**src/rtl/counter_bank_pkg.sv**
```systemverilog
// Shared types and limits for the counter_bank timing/event counter core.
package counter_bank_pkg;

  typedef enum logic {
    CNT_WRAP = 1'b0,
    CNT_SAT  = 1'b1
  } cnt_mode_e;

  typedef enum logic {
    CNT_UP   = 1'b0,
    CNT_DOWN = 1'b1
  } cnt_dir_e;

  localparam int CNT_WIDTH_MAX = 32;
  localparam int CNT_NCH_MAX   = 16;

endpackage

```
**src/rtl/counter_bank_ch.sv**
```systemverilog
// One counter channel: count register, terminal-count pulse and optional sticky irq flag.
// Optional feature: COUNTER_BANK_IRQ_EN adds irq_clear_i / irq_flag_o and the flag register.
module counter_bank_ch
  import counter_bank_pkg::*;
#(
  parameter int               WIDTH       = 8,
  parameter logic [WIDTH-1:0] RESET_VALUE = '0
) (
  input  logic             clk_i,
  input  logic             rst_i,
  input  logic             load_i,
  input  logic [WIDTH-1:0] load_value_i,
  input  logic             enable_i,
  input  logic             dir_i,
  input  logic             mode_i,
  input  logic [WIDTH-1:0] limit_i,
`ifdef COUNTER_BANK_IRQ_EN
  input  logic             irq_clear_i,
  output logic             irq_flag_o,
`endif
  output logic [WIDTH-1:0] count_o,
  output logic             tc_o
);

  localparam logic [WIDTH-1:0] ONE = {{(WIDTH-1){1'b0}}, 1'b1};

  logic [WIDTH-1:0] count_q, count_d;
  logic             tc_q, tc_d;
  logic [WIDTH-1:0] cnt_inc, cnt_dec;
  cnt_mode_e        mode_e;
  cnt_dir_e         dir_e;

  assign cnt_inc = count_q + ONE;
  assign cnt_dec = count_q - ONE;
  assign mode_e  = cnt_mode_e'(mode_i);
  assign dir_e   = cnt_dir_e'(dir_i);

  // Priority: load, out-of-range recovery, step, hold.
  always_comb begin
    count_d = count_q;
    tc_d    = 1'b0;
    if (load_i) begin
      count_d = (load_value_i > limit_i) ? limit_i : load_value_i;
    end else if (enable_i) begin
      if (count_q > limit_i) begin
        count_d = limit_i;
      end else if (mode_e == CNT_WRAP) begin
        if (dir_e == CNT_UP) begin
          if (count_q == limit_i) begin
            count_d = '0;
            tc_d    = 1'b1;
          end else begin
            count_d = cnt_inc;
          end
        end else begin
          if (count_q == '0) begin
            count_d = limit_i;
            tc_d    = 1'b1;
          end else begin
            count_d = cnt_dec;
          end
        end
      end else begin
        // Saturate: tc marks arrival at the bound, not sitting on it.
        if (dir_e == CNT_UP) begin
          if (count_q < limit_i) begin
            count_d = cnt_inc;
            tc_d    = (cnt_inc == limit_i);
          end
        end else begin
          if (count_q > '0) begin
            count_d = cnt_dec;
            tc_d    = (cnt_dec == '0);
          end
        end
      end
    end
  end

  always_ff @(posedge clk_i or posedge rst_i) begin
    if (rst_i) begin
      count_q <= RESET_VALUE;
      tc_q    <= 1'b0;
    end else begin
      count_q <= count_d;
      tc_q    <= tc_d;
    end
  end

  assign count_o = count_q;
  assign tc_o    = tc_q;

`ifdef COUNTER_BANK_IRQ_EN
  logic irq_q, irq_d;

  // A new terminal event beats a simultaneous clear.
  always_comb begin
    irq_d = irq_q;
    if (irq_clear_i) irq_d = 1'b0;
    if (tc_d)        irq_d = 1'b1;
  end

  always_ff @(posedge clk_i or posedge rst_i) begin
    if (rst_i) irq_q <= 1'b0;
    else       irq_q <= irq_d;
  end

  assign irq_flag_o = irq_q;
`endif

endmodule

```
**src/rtl/counter_bank.sv**
```systemverilog
// Bank of NCH independent up/down wrap/saturate counters with terminal-count pulses.
// Optional feature: COUNTER_BANK_IRQ_EN adds irq_clear, irq_status and irq.
module counter_bank
  import counter_bank_pkg::*;
#(
  parameter int WIDTH       = 8,
  parameter int NCH         = 4,
  parameter int RESET_VALUE = 0
) (
  input  logic                 aclk,
  input  logic                 areset,
`ifdef COUNTER_BANK_IRQ_EN
  input  logic [NCH-1:0]       irq_clear,
  output logic [NCH-1:0]       irq_status,
  output logic                 irq,
`endif
  input  logic [NCH-1:0]       load,
  input  logic [NCH*WIDTH-1:0] load_value,
  input  logic [NCH-1:0]       enable,
  input  logic [NCH-1:0]       inc_dec,
  input  logic [NCH-1:0]       mode,
  input  logic [NCH*WIDTH-1:0] limit,
  output logic [NCH*WIDTH-1:0] count_out,
  output logic [NCH-1:0]       tc
);

  if ((WIDTH < 2) || (WIDTH > CNT_WIDTH_MAX)) begin : g_bad_width
    $error("counter_bank: WIDTH out of range");
  end
  if ((NCH < 1) || (NCH > CNT_NCH_MAX)) begin : g_bad_nch
    $error("counter_bank: NCH out of range");
  end

  localparam logic [WIDTH-1:0] RST_VAL = RESET_VALUE[WIDTH-1:0];

  for (genvar i = 0; i < NCH; i++) begin : g_ch
    counter_bank_ch #(
      .WIDTH       (WIDTH),
      .RESET_VALUE (RST_VAL)
    ) u_ch (
      .clk_i        (aclk),
      .rst_i        (areset),
      .load_i       (load[i]),
      .load_value_i (load_value[i*WIDTH +: WIDTH]),
      .enable_i     (enable[i]),
      .dir_i        (inc_dec[i]),
      .mode_i       (mode[i]),
      .limit_i      (limit[i*WIDTH +: WIDTH]),
`ifdef COUNTER_BANK_IRQ_EN
      .irq_clear_i  (irq_clear[i]),
      .irq_flag_o   (irq_status[i]),
`endif
      .count_o      (count_out[i*WIDTH +: WIDTH]),
      .tc_o         (tc[i])
    );
  end

`ifdef COUNTER_BANK_IRQ_EN
  assign irq = |irq_status;
`endif

endmodule

```
**config.mk**
```make
export PLATFORM = sky130hd
export DESIGN_NAME = counter_bank
export DESIGN_NICKNAME = d
export VERILOG_FILES = /design/src/rtl/counter_bank_pkg.sv /design/src/rtl/counter_bank_ch.sv /design/src/rtl/counter_bank.sv
export SDC_FILE = /design/constraint.sdc
export NUM_CORES = 1
export LEC_CHECK = 0
export ABC_AREA = 1
export CAP_MARGIN = 10
export CORE_ASPECT_RATIO = 0.5
export CORE_MARGIN = 2
export CORE_UTILIZATION = 50
export DETAILED_ROUTE_END_ITERATION = 12
export GPL_TIMING_DRIVEN = 0
export PLACE_DENSITY_LB_ADDON = 0.2
export SLEW_MARGIN = 10
export SYNTH_ARGS = -nofsm -noshare
export SYNTH_HDL_FRONTEND = slang
export SYNTH_SLANG_ARGS = --single-unit
```
**constraint.sdc**
```tcl
create_clock -name aclk -period 1.85 [get_ports aclk]
set_input_delay 0.37 -clock aclk [delete_from_list [all_inputs] [get_ports aclk]]
set_output_delay 0.37 -clock aclk [all_outputs]
set_load 0.05 [all_outputs]
```
==> run summary <==
status = finished with violations
failing checks = negative setup slack
HPWL after detailed placement = 17310 microns
clock slew at reported path FFs = 0.07 ns
total track usage = 32.74%
Slew @ Worst Pin = 0.5663 ns
first-pass detailed-route iteration total = 6
Max-cap violations = 0
Post-synth ARST share = 100.0%
Core Area = 12920 sq um
Net Switching = 0.005475 W
clock sink total = 36
Clk Latency, worst-skew pair = 0.30 ns
hold slack final = 0.3229 ns
total CTS buffers = 5
Post-synth EDFFs = 0
Die Width = 168.5 microns
Max clock buf depth = 2
CP max FO = 8
LEAKAGE = 5.084 nW
Die ar. = 14540 sq um
delay-heaviest family, CP = simple AND/OR/NAND/NOR gates
final net count = 1553
standard-cell rows = 29
Synth cell types = 41
Comb power frac = 75.6%
Mapped Nets = 1327
Final Critical Period = 2.052 ns
crit path cell chain = buf_6, ha_4, nand2_2, nand2_1, nand2_1, nand2_2, nand2_2, nand2_2, nand2_4, o21ai_4, nand2_1, nand2_2, nand2_1, a21oi_2
Die H = 86.26 microns
H-tree depth = 2
main flop type after synthesis = dfrtp_1
Starting Density = 52.38%
share of layout cells above drive strength 1 = 33.05%
most frequent cells in the layout = 325 x nand2_1, 101 x buf_4, 97 x nand3_1, 88 x nor2_1, 86 x inv_1
# IOs = 118
FF+latch count, synth = 36
Net Sw Frac = 54.38%
largest net degree at the start of global routing = 28
DR WL/cell = 16.51 microns
fin worst setup slack = -0.2021 ns
WL final = 25830 microns
routability cong. = 0.9785
PortBufs = 113
initial antenna violation count = 2
Setup CP Type = register to register
Reg2Reg Capture Point = g_ch[3].u_ch.count_o[5]
fin util = 79.53%
Worst setup EP type = register
Seq/Total Area, Yosys = 13.31%
GRT overflow = 0
initial DRC count = 936
commonest non-fill, non-tap cell in the layout = nand2_1
Final Max Tran Viols = 0
clk_skew = 0.01033 ns
Hold Path Class = input port to async pin
Power Density = 979.9 nW/um^2
Post-DRT Antenna Nets = 0
slowest CP cell = dfrtp_2
r2r startpoint = g_ch[3].u_ch.count_o[1]
Reg2Reg Setup Slack = -0.20 ns
global-route wire length before repair = 38430 microns
cell mode on critical path = nand2_2
Clk pwr share = 10.5%
pre-CTS setup slack = -0.8757 ns
FMAX = 0.4873 GHz
worst path required time = 2.08 ns
Critical path origin = g_ch[3].u_ch.count_o[1]
WP buf/inv = 1
sequential share of power = 13.9%
RSZ-0062 raised after global routing = true
P&R area growth vs syn = 51.83%
mapped cell area = 6766 sq um
Fin. Hold Viols = 0
vias = 8927
Critical Path AT = 2.28 ns
CTS Root Cell = clkbuf_16
Peak VDD IR = 0.0008241 V
Synth Instances = 1165
syn avg cell area = 5.808 sq um
CTS tree = done
vias in the first global route = 8166
CP Launch Type = register
count of final setup violators = 29
Slew HR = 62.25%
P_int = 0.004593 W
yosys warns = 0
Critical Path Max Stage Delay = 0.46 ns
Tcrit/Tclk final = 110.9%
via density per instance = 5.708
Register-to-Register Path Depth = 14
DRC violations left = 0
## worst max path at each step
stage | to | slack, ns | depth (start not counted)
after global placement | g_ch[2].u_ch.count_o[4] | -0.80 | 12
after floorplan | g_ch[0].u_ch.count_o[5] | -0.03 | 12
after detailed placement | g_ch[2].u_ch.count_o[4] | -0.88 | 12
after global routing | g_ch[3].u_ch.count_o[5] | -0.25 | 14
final | g_ch[3].u_ch.count_o[5] | -0.20 | 14
after CTS | g_ch[3].u_ch.count_o[7] | -0.05 | 14
## repair_timing
action / CTS / global route
setup buffers: 63 / 34
hold buffers: 0 / 0
setup endpoints to repair: 70 / 38
gates cloned: 10 / 0
pin swaps: 78 / 71
resized for setup: 242 / 183
## flip-flops by register name, indices dropped and copies added, names as in the netlist
name,flops
g_ch.u_ch.count_o,32
g_ch.u_ch.tc_o,4
## power by group through the flow
stage / sequential [W] / clock [W] / combinational [W]
after floorplan: 0.00207 / 0 / 0.00343
after global placement: 0.00150 / 0 / 0.00552
after detailed placement: 0.00151 / 0 / 0.00563
after CTS: 0.00140 / 0.00105 / 0.00644
after global routing: 0.00141 / 0.00108 / 0.00822
final: 0.00139 / 0.00106 / 0.00761
## synthesized netlist by cell type (4+ instances only)
cell	number	share of area (%)
o21a_1	6	0.67
nand2_2	5	0.46
nand2_4	4	0.67
inv_1	128	7.1
o211ai_1	5	0.55
or2_2	5	0.46
dfrtp_1	36	13
nand2_1	374	21
buf_2	10	0.74
buf_6	6	1.0
nand4_1	21	1.9
xor2_1	33	4.3
nor2_2	8	0.74
buf_4	9	1.0
o21ai_1	9	0.67
nor2_1	130	7.2
nand3_1	114	8.4
nor3_1	11	0.81
a21oi_1	84	6.2
inv_2	7	0.39
nand3_2	6	0.89
ha_1	80	15
o21ai_0	41	3.0
## cells by family after synthesis
kind of cell / count (synthesis) / synth area share [%]
and+or+nand+nor: 688 / 43.94
buffers and inverters: 170 / 10.91
AOI/OAI and AO/OA: 157 / 12.65
adders and majority gates: 80 / 14.79
DFF: 36 / 13.31
xor gates and xnor gates: 34 / 4.401
## final cells by class
class                   count  area, sq um
clock inverters             3        42.54
diodes                      2        5.005
fillers                   926         2644
clock buffers               5        125.1
plain buffers              27        230.2
repair buffers            216         1824
flip-flops and latches     36        940.9
inverters                 142        581.8
well taps                 170        212.7
multi-input cells         963         6311
## routing by layer
metal,vias to the layer above,routed length (microns),track usage (%)
met5,-,0,0
met2,489,12540,59.97
li1,4245,-,-
met3,97,2232,6.256
met1,4096,10290,39.14
met4,0,765,10.89
## per-stage QoR
| step | total power (W) | setup TNS, ns | std cells | area, sq um |
|---|---|---|---|---|
| 2_1_floorplan | 0.005508 | -0.1931 | 1165 | 6958 |
| 5_1_grt | 0.01071 | -4.940 | 1563 | 10270 |
| 4_1_cts | 0.008884 | -0.2687 | 1528 | 9410 |
| 3_5_place_dp | 0.007145 | -25.29 | 1449 | 8322 |
| 3_3_place_gp | 0.007020 | -42.70 | 1448 | 8302 |
| 6_report | 0.01007 | -2.105 | 1564 | 10270 |
## worst register-to-register path, delay by kind of cell, from the launching register on
family,cells,cell delay (ns)
buffers and inverters,1,0.14
AOI/OAI and AO/OA,2,0.28
adders and majority gates,1,0.25
and+or+nand+nor,10,0.84
DFF,1,0.46
(Power assumes the default switching activity.)
